## src/rtl/key_tracker_pkg.sv

```systemverilog
// Shared game constants: lane count, PS/2 prefix bytes and decoder states.
package key_tracker_pkg;

  localparam int LANES = 8;

  localparam logic [7:0] BREAK_PFX = 8'hF0;
  localparam logic [7:0] EXT_PFX   = 8'hE0;

  typedef enum logic [1:0] {
    IDLE    = 2'd0,
    BRK     = 2'd1,
    EXT     = 2'd2,
    EXT_BRK = 2'd3
  } dec_state_t;

endpackage

```

## src/rtl/key_tracker_scancode_lane_map.sv

```systemverilog
// Combinational scancode-to-lane lookup: one-hot lane vector plus a hit flag.
import key_tracker_pkg::*;

module scancode_lane_map #(
  parameter logic [7:0] KEY7 = 8'h1C,
  parameter logic [7:0] KEY6 = 8'h1B,
  parameter logic [7:0] KEY5 = 8'h23,
  parameter logic [7:0] KEY4 = 8'h2B,
  parameter logic [7:0] KEY3 = 8'h3B,
  parameter logic [7:0] KEY2 = 8'h42,
  parameter logic [7:0] KEY1 = 8'h4B,
  parameter logic [7:0] KEY0 = 8'h4C
) (
  input  logic [7:0]       code_byte,
  output logic [LANES-1:0] lane,
  output logic             hit
);

  assign lane[7] = (code_byte == KEY7);
  assign lane[6] = (code_byte == KEY6);
  assign lane[5] = (code_byte == KEY5);
  assign lane[4] = (code_byte == KEY4);
  assign lane[3] = (code_byte == KEY3);
  assign lane[2] = (code_byte == KEY2);
  assign lane[1] = (code_byte == KEY1);
  assign lane[0] = (code_byte == KEY0);
  assign hit     = |lane;

endmodule

```

## src/rtl/key_tracker.sv

```systemverilog
// PS/2 Set-2 lane decoder: live make/break tracking, frame-aligned lane
// snapshot, per-frame strike pulses and prefix timeout recovery.
import key_tracker_pkg::*;

module key_tracker #(
  parameter logic [7:0] KEY7 = 8'h1C,
  parameter logic [7:0] KEY6 = 8'h1B,
  parameter logic [7:0] KEY5 = 8'h23,
  parameter logic [7:0] KEY4 = 8'h2B,
  parameter logic [7:0] KEY3 = 8'h3B,
  parameter logic [7:0] KEY2 = 8'h42,
  parameter logic [7:0] KEY1 = 8'h4B,
  parameter logic [7:0] KEY0 = 8'h4C,
  parameter int         PREFIX_TIMEOUT = 50000,
  parameter int         TO_W = 16
) (
  input  logic             Clk,
  input  logic             Reset,
  input  logic             code_valid,
  input  logic [7:0]       code_byte,
  input  logic             frame_sync,
  output logic [LANES-1:0] keyTrack,
  output logic [LANES-1:0] strike,
  output logic [LANES-1:0] live_keys,
  output logic             err_timeout
);

  localparam logic [TO_W-1:0] TO_LAST = TO_W'(PREFIX_TIMEOUT - 1);

  dec_state_t       state_r;
  dec_state_t       state_nxt_s;
  logic [TO_W-1:0]  to_cnt_r;
  logic [LANES-1:0] pending_r;
  logic [LANES-1:0] map_lane_s;
  logic             map_hit_s;
  logic [LANES-1:0] set_ev_s;
  logic [LANES-1:0] clr_ev_s;
  logic [LANES-1:0] live_nxt_s;
  logic             to_fire_s;

  scancode_lane_map #(
    .KEY7(KEY7), .KEY6(KEY6), .KEY5(KEY5), .KEY4(KEY4),
    .KEY3(KEY3), .KEY2(KEY2), .KEY1(KEY1), .KEY0(KEY0)
  ) u_map (
    .code_byte (code_byte),
    .lane      (map_lane_s),
    .hit       (map_hit_s)
  );

  // A prefix state gives up when its wait budget is spent and no byte arrives.
  assign to_fire_s = (state_r != IDLE) && !code_valid && (to_cnt_r == TO_LAST);

  // Only genuinely new presses set a lane; repeats of held keys are filtered out.
  assign live_nxt_s = (live_keys | set_ev_s) & ~clr_ev_s;

  // Decoder next-state and per-byte lane set/clear events.
  always_comb begin
    state_nxt_s = state_r;
    set_ev_s    = 8'h00;
    clr_ev_s    = 8'h00;
    case (state_r)
      IDLE: begin
        if (code_valid) begin
          if (code_byte == BREAK_PFX) begin
            state_nxt_s = BRK;
          end else if (code_byte == EXT_PFX) begin
            state_nxt_s = EXT;
          end else if (map_hit_s) begin
            set_ev_s = map_lane_s & ~live_keys;
          end else begin
            state_nxt_s = IDLE;
          end
        end else begin
          state_nxt_s = IDLE;
        end
      end
      BRK: begin
        if (code_valid) begin
          state_nxt_s = IDLE;
          clr_ev_s    = map_hit_s ? map_lane_s : 8'h00;
        end else if (to_fire_s) begin
          state_nxt_s = IDLE;
        end else begin
          state_nxt_s = BRK;
        end
      end
      EXT: begin
        if (code_valid) begin
          state_nxt_s = (code_byte == BREAK_PFX) ? EXT_BRK : IDLE;
        end else if (to_fire_s) begin
          state_nxt_s = IDLE;
        end else begin
          state_nxt_s = EXT;
        end
      end
      EXT_BRK: begin
        if (code_valid || to_fire_s) begin
          state_nxt_s = IDLE;
        end else begin
          state_nxt_s = EXT_BRK;
        end
      end
      default: begin
        state_nxt_s = IDLE;
      end
    endcase
  end

  // Decoder state register and prefix timeout counter.
  always_ff @(posedge Clk or posedge Reset) begin
    if (Reset) begin
      state_r     <= IDLE;
      to_cnt_r    <= '0;
      err_timeout <= 1'b0;
    end else begin
      state_r     <= state_nxt_s;
      err_timeout <= to_fire_s;
      if ((state_r == IDLE) || code_valid || to_fire_s) begin
        to_cnt_r <= '0;
      end else begin
        to_cnt_r <= to_cnt_r + {{(TO_W-1){1'b0}}, 1'b1};
      end
    end
  end

  // Live lane state, pending strikes and the frame-boundary snapshot.
  always_ff @(posedge Clk or posedge Reset) begin
    if (Reset) begin
      live_keys <= 8'h00;
      pending_r <= 8'h00;
      keyTrack  <= 8'h00;
      strike    <= 8'h00;
    end else begin
      live_keys <= live_nxt_s;
      if (frame_sync) begin
        keyTrack  <= live_nxt_s;
        strike    <= pending_r | set_ev_s;
        pending_r <= 8'h00;
      end else begin
        strike    <= 8'h00;
        pending_r <= pending_r | set_ev_s;
      end
    end
  end

endmodule

```

## config.mk

```make
export PLATFORM = sky130hd
export DESIGN_NAME = key_tracker
export DESIGN_NICKNAME = d
export VERILOG_FILES = /design/src/rtl/key_tracker_pkg.sv /design/src/rtl/key_tracker_scancode_lane_map.sv /design/src/rtl/key_tracker.sv
export SDC_FILE = /design/constraint.sdc
export NUM_CORES = 1
export LEC_CHECK = 0
export CORE_ASPECT_RATIO = 1.5
export CORE_MARGIN = 5
export CORE_UTILIZATION = 30
export CTS_CLUSTER_SIZE = 25
export DETAILED_ROUTE_END_ITERATION = 10
export GPL_ROUTABILITY_DRIVEN = 0
export HOLD_SLACK_MARGIN = 0.05
export PLACE_DENSITY = 0.48
export SLEW_MARGIN = 25
export SYNTH_ARGS = -nofsm -noshare
export SYNTH_HDL_FRONTEND = slang
export SYNTH_SLANG_ARGS = --single-unit
```

## constraint.sdc

```tcl
create_clock -name Clk -period 1.85 [get_ports Clk]
set_clock_uncertainty 0.05 [all_clocks]
set_input_delay 0.37 -clock Clk [delete_from_list [all_inputs] [get_ports Clk]]
set_output_delay 0.37 -clock Clk [all_outputs]
set_load 0.05 [all_outputs]
```

Word level (Yosys, flattened, before mapping)
Cells that the tools add are included.

word-level totals
  register bits after elaboration = 51
  word-level logic and storage cells = 60
  input port bits = 12
  output and inout bits = 25

cells by class
  reductions and logical operators = 9
  add/subtract/negate cells = 1
  bitwise operators = 6
  equal/unequal tests = 15
  multiplexer cells = 22

operator list
  cell                                                 number
  2-to-1 mux 8 bit                                     10
  equality test 8 x 6 -> 1 bit, second input constant  3
  equality test 8 x 7 -> 1 bit, second input constant  3
  adder 16 x 1 -> 16 bit, second input constant        1
  bitwise AND 8 bit                                    2
  equality test 16 bit, second input constant          1
  equality test 8 x 5 -> 1 bit, second input constant  2
  equality test 8 bit, second input constant           2
  2-to-1 mux 16 bit                                    1
  2-to-1 mux 2 bit                                     8
  inverter 8 bit                                       2
  bitwise OR 8 bit                                     2
  one-hot mux 2 bit (4 select lines)                   1
  OR reduction 8 bit                                   1
  != test 5 bit, second input constant                 1
  equality test 2 bit, second input constant           2
  logical OR 1 bit                                     3
  equality test 2 x 1 -> 1 bit, second input constant  1
  logical AND 1 bit                                    2
  logical NOT 2 bit                                    1
  2-to-1 mux 1 bit                                     2
  nonzero test 2 bit                                   1
  logical NOT 1 bit                                    1

Depth between registers and ports, before layout
Gate-level depths: netlist of run 1.

  word-level depth = 9
  depth in mapped cells = 7
  mapped depth without buffers = 5

By module
From an unflattened synthesis of run 1, not the netlist that was laid out.

second synthesis, totals
  cell total of the unflattened synthesis = 248
  area, all modules = 2,409.8 µm²

by module, submodules not included
  module             cells each  seq. area each (µm²)  instances  area an instance (µm²)
  key_tracker        220         1,276.2               1          2,217.1
  scancode_lane_map  28          0.0                   1          192.7

Least setup slack after synthesis of run 1
OpenSTA, ideal clock, no wires.

  path type = in2reg
  start = input port code_byte[5]
  end = register keyTrack[7]
  cell stages on the path = 4
  buffers on the path = 0
  setup slack = 40 ps
  library setup time = 125 ps
  required time = 1,675 ps
  data arrival time = 1,635 ps
  path through = or4b_4 > or3_1 > o21a_2 > mux2_4

between the ends
  longest elaborated chain between the ends = 9
  elaborated cells on any way between the ends = 23
  classes of those cells = eq/ne: 10; mux: 8; bitwise: 4; reduce/logical: 1

RTL lines
  item                                                            line                                                    text
  start, declared                                                 key_tracker.sv:20                                       input logic [7:0] code_byte,
  equality test 8 x 7 -> 1 bit (tied with other cells)            key_tracker_scancode_lane_map.sv:26                     assign lane[0] = (code_byte == KEY0);
  OR reduction 8 bit / bitwise AND 8 bit (equally long branches)  key_tracker_scancode_lane_map.sv:27, key_tracker.sv:69
  2-to-1 mux 8 bit                                                key_tracker.sv:68                                       end else if (map_hit_s) begin
  2-to-1 mux 8 bit                                                key_tracker.sv:66                                       end else if (code_byte == EXT_PFX) begin
  2-to-1 mux 8 bit                                                key_tracker.sv:64                                       if (code_byte == BREAK_PFX) begin
  2-to-1 mux 8 bit                                                key_tracker.sv:63                                       if (code_valid) begin
  2-to-1 mux 8 bit                                                key_tracker.sv:61                                       case (state_r)
  bitwise OR 8 bit                                                key_tracker.sv:54                                       assign live_nxt_s = (live_keys | set_ev_s) & ~clr_ev_s;
  bitwise AND 8 bit (*)                                           key_tracker.sv:54
  via live_nxt_s[7]                                               key_tracker.sv:38                                       logic [LANES-1:0] live_nxt_s;
  end signal, assigned                                            key_tracker.sv:136                                      keyTrack <= live_nxt_s;
  end, declared                                                   key_tracker.sv:22                                       output logic [LANES-1:0] keyTrack,

The timed path passes the listed nets; every way through them passes the cells marked *.
A chain may end at the register's enable or synchronous reset.

Worst setup path in the final report of run 1
  start = input port code_byte[7]
  end = register keyTrack[7]

Same word-level chain as after synthesis.

==> impl_metrics.tcl, run 1 <==
set metrics [dict create \
    tightest_slew_ns 0.3884 \
    wl_per_cell_um 13.98 \
    grt_first_pass_wirelength_um 8852 \
    numPortBuffers 36 \
    track_usage_pct 12.18 \
    n_fill_cell 778 \
    reg2reg_to "keyTrack[6]$_DFFE_PP0P_" \
    die_h_um 117.0 \
    wl_met2_um 2680 \
    synth_mux_area_share_pct 3.554 \
    synthSimpleGateAreaFrac_pct 22.14 \
    h-tree-depth 2 \
    wl_met1_um 2203 \
    cts-hold-fix-buffers 0 \
    synthFlopType "dfrtp_1" \
    fp.dieArea_mm2 0.009511 \
    topRoutingLayerUsed "met4" \
    clkTransAtPathRegs_ns 0.07 \
    wl_met3_um 264 \
    dp_hpwl_um 3828 \
    fin_setup_tns_ns 0 \
    synth.distinct_cells 47 \
    cp_data_arrival_time_ns 1.92 \
    power_density_mw_per_mm2 799.0 \
    antenna_found_initial 0 \
    dr.pass1.iters 4 \
    crit_family "simple AND/OR/NAND/NOR gates" \
    coreArea_mm2 0.007515 \
    power.total_uw 2485 \
    die_w_um 81.31 \
    r2r_cells 4 \
    finalHoldViolations 0 \
    drt_wl_total_um 5255 \
    slowest_delay_ns 0.51 \
    synth_compound_area_share_pct 9.131 \
    initial_core_util_pct 30.45 \
    postRouteAntennaNets 0 \
    final_area_mm2 0.003110 \
    final_cells 376 \
    fmax_mhz 558.0 \
    syn_inst 212 \
    area.sequential_mm2 0.001276 \
    yosysSeqAreaShare_pct 55.77 \
    drv_slew 0 \
    hp-class "input pin to asynchronous set/reset pin" \
    postCtsSetupRepairBufs 0 \
    io_pins 37 \
    synth_top_family_by_area "simple AND/OR/NAND/NOR gates" \
    ys_ff_latch 51 \
    peakVddDrop_v 0.0003188 \
    grt_pass1_vias 1861 \
    synth-xor-area-share_pct 5.358 \
    clk-insertion-delay-late_ns 0.29 \
    relSlewSlack_pct 73.87 \
    synth_nets 225 \
    clockBufferDepth 2 \
    fin_hold_ws_ns 0.3903 \
    cts_tree "built" \
    leakage_uw 0.001366 \
    r2r-start "state_r[1]$_DFFE_PP0P_" \
    placedCellCount 368 \
    setup_viol 0 \
    path_buf_inv 1 \
    overflow 0 \
    cp.required_ns 1.97 \
    cp_slowest_cell "or4b_4" \
    synth_edf_count 0 \
    area_delta_synth_final_pct 35.92 \
    drv_cap 0 \
    cts-root-buf "clkbuf_16" \
    viasPerCell 4.625 \
    cts_sinks 51 \
    fin_nets 286 \
    dpl-instance-area_mm2 0.002912 \
    async_reset_ff_share_pct 100.0 \
    min_period_ns 1.792 \
    status "completed" \
    synth_fa_ha_area_share_pct 0.5467 \
    timing.final.crit_share_pct 96.88 \
    synth.avg_cell_area_um2 10.79 \
    rsz0062_at_grt "no" \
    start_kind "input pin" \
    grt_max_degree 52 \
    r2r_slack_ns 0.14 \
    num_antenna_cells 0 \
    crit_chain "dlygate4sd2_1 > or4b_4 > or3_1 > o21a_2 > mux2_4" \
    cts_made_buffers 5 \
    drtIter0Drc 49 \
    drc 0 \
    worstSetupEndpointType "register" \
    synth_warnings 0 \
    path_max_fanout 5 \
    critical_path_class "input pin to register" \
    synth_area_mm2 0.002288 \
    drive_gt1_share_pct 30.66 \
    vias 1739 \
    rows 39 \
    multi_input_area_um2 970.9 \
]
## cell usage after synthesis, types with 4 or more instances
cell	instances	area share (%)
a21oi_1	7	1.5
xnor2_1	12	4.6
dfrtp_1	51	56
nand4_1	4	1.1
nor3_1	8	1.7
mux2_2	5	2.5
inv_1	13	2.1
clkbuf_1	6	0.98
nand3_1	7	1.5
nor2_1	40	6.6
nor4_1	8	2.2
## cell type report
class / count / share of cell area, %
well taps: 102 / 4.103
clock buffers: 6 / 4.465
flip-flops and latches: 51 / 41.03
inverters: 14 / 1.689
clock inverters: 2 / 1.126
repair buffers: 61 / 16.37
multi-input cells: 140 / 31.21
## routing by layer
layer	up-vias	track usage [%]
li1	865	-
met1	833	13.69
met2	32	21.60
met3	9	2.986
met4	0	5.186
met5	-	0
## registers in the layout, indices dropped and copies added, names as in the netlist
signal       cells
live_keys        8
keyTrack         8
pending_r        8
strike           8
state_r          2
to_cnt_r        16
err_timeout      1
## timing repair
action                     CTS  global route
setup endpoints to repair   31             2
pin swaps                    1             0
gates resized for setup     17             3
## worst reg2reg max path, cell delays in order (launching register included)
cell,delay [ns]
dfrtp_1,0.42
nand3b_1,0.33
buf_4,0.23
o32a_1,0.30
mux2_2,0.27
## stage by stage
stage / util [%] / setup slack (ns)
finish: 41.39 / 0.05777
global route: 41.39 / 0.0004252
CTS: 41.43 / 0.003032
detailed placement: 38.74 / -0.5741
global placement: 38.74 / -0.5198
floorplan: - / 0.03982
## worst max-delay path by stage
stage,startpoint,to,slack (ns),cells after the start
finish,code_byte[7],keyTrack[7]$_DFFE_PP0P_,0.06,5
global route,code_byte[1],keyTrack[0]$_DFFE_PP0P_,0.0004,6
CTS,code_byte[5],keyTrack[7]$_DFFE_PP0P_,0.003,5
detailed placement,code_byte[5],keyTrack[5]$_DFFE_PP0P_,-0.57,5
global placement,code_byte[5],keyTrack[5]$_DFFE_PP0P_,-0.52,5
floorplan,code_byte[5],keyTrack[7]$_DFFE_PP0P_,0.04,4
## cell families after synthesis
group           count (synthesis)
compound gates                 25
mux                             7
flops                          51
simple gates                   93
fa+ha+maj                       1
xor+xnor                       14
buf+inv                        21
## power by group
part	total [uW]	internal (uW)	switching, uW	leakage, uW
sequential	1150	1140	15.4	0.000707
combinational	267	98.7	168	0.000572
clock	1070	673	393	0.0000868
total	2490	1910	577	0.00137
## cells in the final DEF (no fill, tap or decap), types with 4 or more instances in the layout
| master | count |
|---|---|
| nand4_1 | 4 |
| dfrtp_1 | 51 |
| nor3_1 | 5 |
| xnor2_1 | 12 |
| inv_1 | 12 |
| buf_4 | 47 |
| nand3_1 | 7 |
| nor4_1 | 7 |
| mux2_2 | 5 |
| nor2_1 | 40 |
| clkbuf_16 | 5 |
| dlygate4sd2_1 | 7 |
| a21oi_1 | 7 |
(Power assumes the default switching activity.)
==> run 2: changes to the inputs <==
--- a/config.mk
+++ b/config.mk
@@ -8,12 +8,12 @@
 export CORE_ASPECT_RATIO = 1.5
 export CORE_MARGIN = 5
 export CORE_UTILIZATION = 30
-export CTS_CLUSTER_SIZE = 25
 export DETAILED_ROUTE_END_ITERATION = 10
 export GPL_ROUTABILITY_DRIVEN = 0
 export HOLD_SLACK_MARGIN = 0.05
 export PLACE_DENSITY = 0.48
-export SLEW_MARGIN = 25
+export SLEW_MARGIN = 5
 export SYNTH_ARGS = -nofsm -noshare
 export SYNTH_HDL_FRONTEND = slang
+export SYNTH_HIERARCHICAL = 1
 export SYNTH_SLANG_ARGS = --single-unit
==> run 2 against run 1 <==
  * Non-clock buffer count increased by 18
  * Final cell count increased by 15%
  * Maximum frequency up 3.0%
  * Largest cell class unchanged
==> impl_metrics.tcl, run 2 <==
set metrics [dict create \
    status "completed" \
    relSlewSlack_pct 76.97 \
    largest_reg_flops 16 \
    pwr-share-clk_pct 45.0 \
    synth_top_cell_by_area "dfrtp_1" \
    grt_max_degree 52 \
    track_usage_pct 12.69 \
    fin_nets 338 \
    ys_ff_latch 51 \
    min_period_ns 1.740 \
    power.total_uw 2304 \
    final_area_mm2 0.003427 \
    path_buf_inv 2 \
    cts_tree "built" \
    path_max_fanout 8 \
    cts-root-buf "clkbuf_16" \
    synthSimpleGateAreaFrac_pct 26.12 \
    drv_slew 0 \
    reg2reg_to "to_cnt_r[14]$_DFF_PP0_" \
    async_reset_ff_share_pct 100.0 \
    viasPerCell 4.835 \
    layout_commonest_cell "buf_4" \
    synth.distinct_cells 40 \
    fin_hold_ws_ns 0.3957 \
    die_h_um 119.8 \
    switching_share_pct 20.77 \
    cp_slowest_cell "bufbuf_16" \
    io_pins 37 \
    dr.pass1.iters 4 \
    finalHoldViolations 0 \
    postRouteAntennaNets 0 \
    synth_most_common_cell "dfrtp_1" \
    dpl-instance-area_mm2 0.003134 \
    drtIter0Drc 72 \
    num_antenna_cells 0 \
    hp-class "input pin to asynchronous set/reset pin" \
    initial_core_util_pct 30.47 \
    area_delta_synth_final_pct 42.21 \
    coreArea_mm2 0.007908 \
    clk-insertion-delay-late_ns 0.28 \
    drive_gt1_share_pct 30.37 \
    synth_fa_ha_area_share_pct 0.5192 \
    fmax_mhz 574.8 \
    layout_common_cells "buf_4, dfrtp_1, nor2_1" \
    synth_mux_area_share_pct 0.4154 \
    synth_compound_area_share_pct 11.16 \
    h-tree-depth 2 \
    peakVddDrop_v 0.0004522 \
    n_fill_cell 798 \
    fp.dieArea_mm2 0.009962 \
    rows 40 \
    final_cells 431 \
    r2r_slack_ns 0.25 \
    placedCellCount 417 \
    antenna_found_initial 0 \
    dp_hpwl_um 4398 \
    yosysSeqAreaShare_pct 52.96 \
    synth_edf_count 0 \
    grt_pass1_vias 2170 \
    p_switching_uw 478.5 \
    drt_wl_total_um 6110 \
    syn_inst 248 \
    tightest_slew_ns 0.3407 \
    synth_nets 261 \
    synth-xor-area-share_pct 5.452 \
    crit_chain "clkdlybuf4s15_1 > nand4bb_1 > o21bai_1 > o221ai_2 > nand3b_1 > a21oi_2 > bufbuf_16 > nand2_1 > a22oi_1" \
    cp_data_arrival_time_ns 1.89 \
    slowest_delay_ns 0.30 \
    wl_per_cell_um 14.18 \
    regMostFlops "to_cnt_r" \
    r2r_cells 5 \
    clockBufferDepth 2 \
    leakage_uw 0.001471 \
    critical_path_class "input pin to register" \
    drv_cap 0 \
    setup_viol 0 \
    synth_top_family_by_area "simple AND/OR/NAND/NOR gates" \
    synth_area_mm2 0.002410 \
    vias 2084 \
    power_density_mw_per_mm2 672.2 \
    synth_warnings 6 \
    grt_first_pass_wirelength_um 10310 \
    r2r-start "to_cnt_r[0]$_DFF_PP0_" \
    synth.top_cell.area_share_pct 52.96 \
    finish.utilization_pct 43.34 \
    overflow 0 \
    power.share.combinational_pct 6.6 \
    synth.avg_cell_area_um2 9.717 \
    numPortBuffers 36 \
    synth_area_leaders "dfrtp_1, nor2_1, xnor2_1" \
    synth_commonest_cells "dfrtp_1, nor2_1, nand2_1, a31oi_1, nand3_1" \
    seqPwrFrac_pct 48.4 \
    start_kind "input pin" \
    drc 0 \
    worstSetupEndpointType "register" \
    timing.final.crit_share_pct 94.04 \
    p_int_uw 1825 \
    die_w_um 83.18 \
    cts_made_buffers 5 \
    cp.required_ns 2.00 \
    synthFlopType "dfrtp_1" \
    clkTransAtPathRegs_ns 0.07 \
    cts_sinks 51 \
    crit_family "compound AO/OA/AOI/OAI gates" \
]
==> run 2: worst max-delay path by stage <==
stage	cells past startpoint	startpoint	slack, ns	endpoint
2_1_floorplan	9	code_byte[0]	0.07	keyTrack[0]$_DFFE_PP0P_
3_3_place_gp	9	code_byte[6]	-0.50	keyTrack[7]$_DFFE_PP0P_
3_5_place_dp	9	code_byte[6]	-0.54	strike[1]$_DFF_PP0_
4_1_cts	10	code_byte[0]	0.01	live_keys[5]$_DFF_PP0_
5_1_grt	10	code_byte[3]	-0.02	keyTrack[7]$_DFFE_PP0P_
6_report	9	code_byte[7]	0.11	live_keys[5]$_DFF_PP0_
==> run 2: cell type report <==
type                            count  area (um2)  area share [%]
Timing Repair Buffer               79       675.6           19.72
Clock inverter                      3       43.79           1.278
Tap cell                          105       131.4           3.834
Multi-Input combinational cell    176        1130           32.97
Inverter                           12       45.04           1.314
Clock buffer                        5       125.1           3.651
Sequential cell                    51        1276           37.24
==> run 2: what timing repair did <==
action | in CTS | in global routing
gates cloned | 1 | 0
hold buffers | 0 | 0
resized for setup | 26 | 18
pin swaps | 6 | 6
buffers inserted | 3 | 2
setup endpoints to repair | 32 | 32
==> run 2: cell families after synthesis <==
logic type	Yosys count
AOI/OAI and AO/OA	41
muxes	1
DFF	51
adders and majority gates	1
and+or+nand+nor	118
buffers and inverters	21
xor gates and xnor gates	15
==> run 2: power groups by stage <==
stage          logic (uW)  clock network [uW]  registers (uW)
2_1_floorplan        54.3                   0            1140
3_3_place_gp          143                   0            1140
3_5_place_dp          143                   0            1140
4_1_cts               147                1080            1110
5_1_grt               169                1120            1110
6_report              152                1040            1120
==> run 2: stage by stage <==
| stage | TNS [ns] | setup WS (ns) |
|---|---|---|
| final | 0 | 0.1103 |
| after global routing | -0.04816 | -0.02170 |
| after CTS | 0 | 0.009854 |
| after detailed placement | -16.29 | -0.5385 |
| after global placement | -15.00 | -0.4954 |
| after floorplan | 0 | 0.07389 |
==> run 2: worst min-delay path: cells and delay by family <==
family	cells	cell delay (ns)
buffers and inverters	3	0.74
==> run 2: per-layer routing <==
layer | part of all wire (%) | track usage (%) | vias to the layer above
met3 | 4.0 | 2.610 | 8
met4 | 1.8 | 4.192 | 0
met1 | 39 | 14.13 | 1016
met2 | 55 | 23.74 | 35
li1 | - | - | 1025
met5 | 0 | 0 | -
==> run 3: changes to the inputs <==
--- a/config.mk
+++ b/config.mk
@@ -12,6 +12,7 @@
 export GPL_ROUTABILITY_DRIVEN = 0
 export HOLD_SLACK_MARGIN = 0.05
 export PLACE_DENSITY = 0.48
+export SETUP_SLACK_MARGIN = 0.4
 export SLEW_MARGIN = 5
 export SYNTH_ARGS = -nofsm -noshare
 export SYNTH_HDL_FRONTEND = slang
==> run 3 against run 2 <==
  * Critical path depth up 2
  * Highest routed layer unchanged
  * Largest cell class is now multi-input combinational cells
  * Final cell count up 3.7%
  * First-iteration DRC count decreased by 33%
  * Critical endpoint is now pending_r[0]$_DFF_PP0_
  * Flip-flop and latch count unchanged
  * Non-clock buffer count up 17
  * Via count grew 3.1%
==> impl_metrics.tcl, run 3 (same netlist as run 2, synthesis figures left out) <==
set metrics [dict create \
    postRouteAntennaNets 0 \
    drive_gt1_share_pct 45.03 \
    clockBufferDepth 2 \
    seqPwrFrac_pct 48.2 \
    drt_wl_total_um 6693 \
    vias 2148 \
    num_antenna_cells 0 \
    peakVddDrop_v 0.0004255 \
    path_max_fanout 8 \
    wl_per_cell_um 14.97 \
    drv_cap 0 \
    p_int_uw 1832 \
    tightest_slew_ns 0.3658 \
    timing.final.crit_share_pct 89.84 \
    drc 0 \
    start_kind "input pin" \
    topRoutingLayerUsed "met4" \
    switching_share_pct 20.78 \
    layout_setup_ws_ns 0.1880 \
    largest_reg_flops 16 \
    grt_pass1_vias 2250 \
    relSlewSlack_pct 75.56 \
    clk-insertion-delay-late_ns 0.28 \
    crit_path_start "code_byte[0]" \
    critical_path_class "input pin to register" \
    dpl-instance-area_mm2 0.003217 \
    regMostFlops "to_cnt_r" \
    r2r-start "to_cnt_r[0]$_DFF_PP0_" \
    die_w_um 83.18 \
    pwr-share-clk_pct 44.1 \
    leakage_uw 0.001671 \
    power.share.combinational_pct 7.7 \
    initial_core_util_pct 30.47 \
    dp_slack_ns -0.5480 \
    area_delta_synth_final_pct 61.47 \
    wl_met1_um 2735 \
    setup_viol 0 \
    numPortBuffers 36 \
    cp_data_arrival_time_ns 1.78 \
    h-tree-depth 2 \
    dr.pass1.iters 4 \
    rows 40 \
    drv_slew 0 \
    layout_common_cells "buf_4, dfrtp_1, nor2_1" \
    fmax_mhz 601.7 \
    track_usage_pct 13.63 \
    overflow 0 \
    finalHoldViolations 0 \
    cp.required_ns 1.97 \
    cts-root-buf "clkbuf_16" \
    fin_nets 355 \
    drtIter0Drc 48 \
    worstSetupEndpointType "register" \
    rsz0062_at_grt "yes" \
    power_density_mw_per_mm2 594.4 \
    cts_made_buffers 5 \
    dp_hpwl_um 4466 \
    viasPerCell 4.805 \
    fin_setup_tns_ns 0 \
    wl_met3_um 171 \
    layout_commonest_cell "buf_4" \
    coreArea_mm2 0.007908 \
    hp-class "input pin to asynchronous set/reset pin" \
    io_pins 37 \
    die_h_um 119.8 \
    status "completed" \
    min_period_ns 1.662 \
    grt_first_pass_wirelength_um 11060 \
    clkTransAtPathRegs_ns 0.07 \
    p_switching_uw 480.5 \
    cts_sinks 51 \
    wl_met2_um 3696 \
    antenna_found_initial 0 \
    grt_max_degree 41 \
    final_area_mm2 0.003891 \
    cts_tree "built" \
    fp.dieArea_mm2 0.009962 \
]
## run 3: path summary, 6_finish.rpt
path                            cells past startpoint                     end  slack (ns)
worst max-delay path                               11  pending_r[0]$_DFF_PP0_        0.19
worst min-delay path                                2  live_keys[6]$_DFF_PP0_        0.37
worst max register to register                      5  to_cnt_r[15]$_DFF_PP0_        0.33
worst min register to register                      2  pending_r[3]$_DFF_PP0_        0.47
max in group asynchronous                           3   to_cnt_r[6]$_DFF_PP0_        0.91
min in group Clk                                    2  pending_r[3]$_DFF_PP0_        0.47
## run 3: repair_timing
action / in CTS / in global routing
endpoints found under the setup margin: 49 / 49
hold buffers: 0 / 0
pin swaps: 31 / 24
gates cloned: 1 / 1
gates resized for setup: 71 / 39
buffers inserted: 13 / 7
## run 3: metal layers
| layer | GRT usage [%] | vias to the layer above |
|---|---|---|
| met5 | 0 | - |
| met4 | 4.090 | 0 |
| li1 | - | 1052 |
| met2 | 25.40 | 30 |
| met1 | 15.52 | 1057 |
| met3 | 2.679 | 9 |
## run 3: area by class of cell
| type | count | area, um2 |
|---|---|---|
| clock inverter | 1 | 30.03 |
| tap | 105 | 131.4 |
| fill | 772 | 4016 |
| inverter | 12 | 48.80 |
| clock buffer | 6 | 128.9 |
| timing repair buffer | 96 | 850.8 |
| sequential | 51 | 1280 |
| multi-input combinational | 176 | 1421 |
## run 3: power by group through the flow
stage               Combinational [uW]  Sequential [uW]  Clock, uW
floorplan                         57.6             1140          0
global placement                   148             1140          0
detailed placement                 149             1140          0
CTS                                162             1110       1050
global route                       194             1110       1090
finish                             178             1120       1020
## run 3: worst max-delay path, cell delays in order
cell      delay [ns]
buf_12          0.11
and3b_2         0.23
buf_6           0.13
o21bai_4        0.13
o221ai_2        0.10
nand3b_1        0.14
a21oi_4         0.05
buf_6           0.12
buf_16          0.15
a31oi_4         0.19
nor2_1          0.06
## run 3: through the flow
| step | cells | total power [uW] | hold WS [ns] | utilization [%] |
|---|---|---|---|---|
| detailed placement | 418 | 1285 | 0.4257 | 40.68 |
| floorplan | 248 | 1194 | 0.3687 | - |
| finish | 447 | 2313 | 0.3676 | 49.21 |
| global placement | 418 | 1285 | 0.4129 | 40.68 |
| global route | 447 | 2394 | 0.3987 | 49.21 |
| CTS | 439 | 2332 | 0.3750 | 46.38 |
==> variant 1: new RTL, flow settings as in run 2 <==
`TO_W`: 16 -> 32.
--- a/src/rtl/key_tracker.sv
+++ b/src/rtl/key_tracker.sv
@@ -12,7 +12,7 @@
   parameter logic [7:0] KEY1 = 8'h4B,
   parameter logic [7:0] KEY0 = 8'h4C,
   parameter int         PREFIX_TIMEOUT = 50000,
-  parameter int         TO_W = 16
+  parameter int         TO_W = 32
 ) (
   input  logic             Clk,
   input  logic             Reset,
Function: same outputs for any inputs over 4 cycles, from zero or initial values and one cycle with Reset high; that may be too few to reach the edited logic, so the function may still have changed.
==> variant 1 against run 2 <==
- the run now ends with setup timing left
- routed wire length is 45% higher
- hold slack worse by 110 ps
- sequential power grew 31%
- register-to-register slack worse by 300 ps
- cell area is 46% higher
- count of clock-buffer cells in the layout up 5
- via count up 33%
- sequential share of layout area fell by 3.7 points
- largest power group is now the clock network
- sequential cell count is 16 higher
- critical endpoint is now to_cnt_r[14]$_DFF_PP0_
- power up 59%
- area after synthesis up 33%
- worst setup slack got worse by 160 ps
- clock power grew 93%
==> variant 1: results (changes against run 2) <==
| Metric | Value |
|---|---|
| Total placed cells including tap cells | `549 (was 417)` |
| Reg2reg path depth | `7 (was 5)` |
| Register area share after synthesis | `52.4% (was 53.0%)` |
| Number of global-route vias before repair | `2867 (was 2170)` |
| Failing checks | `setup timing` |
| Post-layout util | `47.4% (was 43.3%)` |
| Peak VDD IR | `675 uV (was 452 uV)` |
| Synth Area in XOR/XNOR | `8.21% (was 5.45%)` |
| Mux cell area share after synthesis | `3.13% (was 0.415%)` |
| Synth Area in Adders | `0.391% (was 0.519%)` |
| Vias | `2776 (was 2084)` |
| Met3 capacity usage during global routing | `3.21% (was 2.61%)` |
| Wl on met1 | `3.45 mm (was 2.40 mm)` |
| Worst Path Max Fanout | `6 (was 8)` |
| Area contributors post-synth | `dfrtp_1 52%, nor2_1 6.2%, xor2_1 5.2%, xnor2_1 3.0%, nand4_1 2.9% (was dfrtp_1 53%, nor2_1 6.2%, xnor2_1 4.4%, a31oi_1 4.2%, nand3_1 2.9%)` |
| Setup ws final | `-46.5 ps (was 110 ps)` |
| Final #Nets | `444 (was 338)` |
| Initial detailed-routing violation count | `96 (was 72)` |
| Met2 WL | `4.83 mm (was 3.36 mm)` |
| Placed inst area | `0.00422 mm2 (was 0.00313 mm2)` |
| Setup violators final | `21 (was 0)` |
| Post-DP HPWL | `6.04 mm (was 4.40 mm)` |
| Hold Worst Slack | `288 ps (was 396 ps)` |
| Max FFs per register | `32 (was 16)` |
| Fill cells | `1011 (was 798)` |
| Net count after synthesis | `324 (was 261)` |
| GRT met1 Usage | `16.0% (was 14.1%)` |
| Outcome | `finished, violations left (was finished, final reports clean)` |
| Slowest cell on the critical path | `or3_2 (was bufbuf_16)` |
| Worst Max-Slew Pin Slew | `363 ps (was 341 ps)` |
| Compound-Gate Fraction of Synth Area | `7.31% (was 11.2%)` |
## variant 1: area by class of cell
type | count | area share [%]
flip-flops and latches | 67 | 33.6
multi-input cells | 218 | 34.3
repair buffers | 120 | 20.3
clock inverters | 6 | 2.23
well taps | 144 | 3.61
clock buffers | 10 | 4.78
inverters | 15 | 1.20
## variant 1: what timing repair did
| action | in CTS | in global routing |
|---|---|---|
| pin swaps | 14 | 14 |
| resized for setup | 58 | 47 |
| gates cloned | 1 | 2 |
| buffers inserted | 8 | 5 |
| endpoints found under the setup margin | 65 | 57 |
| hold buffers | 0 | 0 |
## variant 1: worst reg2reg max path: stages (launching register included)
cell,delay (ps)
dfrtp_1,390
buf_4,170
nand4_4,110
buf_4,190
or3_2,480
nor2_1,190
xnor2_1,160
nor2_2,50
## variant 1: power breakdown
part | internal (mW) | switching, mW | total (mW)
combinational | 0.0840 | 0.0989 | 0.183
clock | 1.35 | 0.652 | 2.01
sequential | 1.47 | 0.00187 | 1.47
total | 2.91 | 0.753 | 3.66
==> variant 2: new RTL, settings of run 2 <==
Without the edit above. Register the output `err_timeout` once more, with the module's reset; this adds one clock of latency there. The other outputs are not delayed to match.
--- a/src/rtl/key_tracker.sv
+++ b/src/rtl/key_tracker.sv
@@ -26,6 +26,8 @@
 );
 
   localparam logic [TO_W-1:0] TO_LAST = TO_W'(PREFIX_TIMEOUT - 1);
+
+  logic err_timeout_s0;
 
   dec_state_t       state_r;
   dec_state_t       state_nxt_s;
@@ -111,10 +113,10 @@
     if (Reset) begin
       state_r     <= IDLE;
       to_cnt_r    <= '0;
-      err_timeout <= 1'b0;
+      err_timeout_s0 <= 1'b0;
     end else begin
       state_r     <= state_nxt_s;
-      err_timeout <= to_fire_s;
+      err_timeout_s0 <= to_fire_s;
       if ((state_r == IDLE) || code_valid || to_fire_s) begin
         to_cnt_r <= '0;
       end else begin
@@ -143,5 +145,13 @@
     end
   end
 
+  always_ff @(posedge Clk or posedge Reset) begin
+    if (Reset) begin
+      err_timeout <= '0;
+    end else begin
+      err_timeout <= err_timeout_s0;
+    end
+  end
+
 endmodule
 
Behaviour: no difference found for any inputs over 4 cycles, from zero or initial values and one cycle with Reset high; that may be too few to reach the edited logic, so the function may still have changed.
==> variant 2 against run 2 <==
- fmax about the same
- sequential cell count grew 1
- routed wire length increased by 0.83%
- power is 3.1% lower
- area after synthesis grew 1.0%
- die area up 0.93%
- worst setup slack better by 1.7 ps
- hold slack worse by 93 ps
- cell area is essentially flat
- first-iteration DRC count rose by 6.9%
- count of clock-buffer cells in the layout stayed put
- global-route usage is 0.39 points higher
- clock power fell by 9%
- largest cell class unchanged
- largest power group unchanged
==> variant 2: results (changes against run 2) <==
| Metric | Value |
|---|---|
| Layout cells sized above 1 | `30.7% (was 30.4%)` |
| Area contributors post-synth | `dfrtp_1 53%, nor2_1 6.2%, xnor2_1 4.3%, a31oi_1 4.1%, nand3_1 2.9% (was dfrtp_1 53%, nor2_1 6.2%, xnor2_1 4.4%, a31oi_1 4.2%, nand3_1 2.9%)` |
| Register area share after synthesis | `53.4% (was 53.0%)` |
| First-pass GRT wire length | `10.7 mm (was 10.3 mm)` |
| Crit path largest cell delay | `250 ps (was 300 ps)` |
| Outcome | `finished, final reports clean (unchanged)` |
| Critical path arrival | `1900 ps` |
| Number of global-route vias before repair | `2207 (was 2170)` |
| Peak VDD IR | `391 uV (was 452 uV)` |
| Largest net degree at the start of global routing | `24 (was 52)` |
| Initial detailed-routing violation count | `77 (was 72)` |
| DR vias/cell | `4.79 (was 4.84)` |
| Drt wl/cell | `14.3 um (was 14.2 um)` |
| GRT Total Usage | `13.1% (was 12.7%)` |
| Syn Inst Count | `249 (was 248)` |
| Total placed cells including tap cells | `418 (was 417)` |
| Most frequent cells after synthesis | `52 x dfrtp_1, 40 x nor2_1, 18 x nand2_1 (was 51 x dfrtp_1, 40 x nor2_1, 18 x nand2_1)` |
| Drt first pass iters | `5 (was 4)` |
| HP Class | `flop to flop (was input pin to asynchronous set/reset pin)` |
| Post-DP HPWL | `4.59 mm (was 4.40 mm)` |
| Leakage power | `1.46 nW (was 1.47 nW)` |
| Switching share of power | `23.0% (was 20.8%)` |
| Final WL | `6.16 mm (was 6.11 mm)` |
| Placed inst area | `0.00316 mm2 (was 0.00313 mm2)` |
| Net count after synthesis | `262 (was 261)` |
| Headroom to the max-slew limit | `73.4% (was 77.0%)` |
| CTS Buf Count | `5 (unchanged)` |
[variant 2: cell types whose count changed after synthesis]
cell and change:
dfrtp_1 +1
[variant 2: metrics by stage]
stage          utilization, %  setup WS (ps)  hold slack (ps)
6_report                 43.1            112              303
5_1_grt                  43.1          -4.06              321
4_1_cts                  42.7           3.65              302
3_5_place_dp             39.7           -473              286
3_3_place_gp             39.7           -499              286
2_1_floorplan               -           73.9              281
[variant 2: area by class of cell]
type	count	area (um2)
clock inverters	3	27.5
clock buffers	5	125
well taps	105	131
flip-flops and latches	52	1300
fillers	774	4530
inverters	12	45.0
multi-input cells	176	1130
repair buffers	78	668
[variant 2: worst reg2reg max path, stage by stage (launching register included)]
cell and delay [ps]:
dfrtp_1 460, nor4bb_1 380, nand4_1 260, nand2b_1 190, buf_12 150, a21oi_1 50
[variant 2: worst paths after layout]
path | slack [ps] | to | start
worst max-delay path | 110 | keyTrack[5]$_DFFE_PP0P_ | code_byte[7]
worst min-delay path | 300 | err_timeout$_DFF_PP0_ | err_timeout_s0$_DFF_PP0_
worst max register to register | 190 | to_cnt_r[15]$_DFF_PP0_ | to_cnt_r[5]$_DFF_PP0_
worst min register to register | 300 | err_timeout$_DFF_PP0_ | err_timeout_s0$_DFF_PP0_
max in group asynchronous | 890 | keyTrack[5]$_DFFE_PP0P_ | Reset
min in group asynchronous | 330 | to_cnt_r[1]$_DFF_PP0_ | Reset
[variant 2: cell families (layout without fill, tap and decap cells)]
family	count (synthesis)	after routing	synth area share (%)
AO/OA/AOI/OAI	41	41	11.0
XOR/XNOR	15	15	5.40
adder cells (fa/ha/maj)	1	1	0.514
buffers and inverters	21	98	3.34
flip-flops	52	52	53.4
multiplexers	1	1	0.411
AND/OR/NAND/NOR	118	118	25.8
[variant 2: power by group through the flow]
stage	sequential (mW)	clock [mW]	combinational, mW
after floorplan	1.16	0	0.0546
after global placement	1.16	0	0.142
after detailed placement	1.16	0	0.142
after CTS	1.14	0.988	0.149
after global routing	1.14	1.03	0.164
final	1.14	0.948	0.149
[variant 2: metal layers]
metal | share of wire (%) | vias to the layer above | GRT usage [%]
li1 | - | 1021 | -
met1 | 40 | 1000 | 14.8
met2 | 56 | 36 | 24.5
met3 | 3.1 | 6 | 2.66
met4 | 1.4 | 0 | 3.82
met5 | 0 | - | 0
[variant 2: timing repair]
item	4_1_cts	5_1_grt
pin swaps	6	6
setup endpoints to repair	32	32
setup buffers	3	1
gates resized for setup	22	18
cloned	1	0
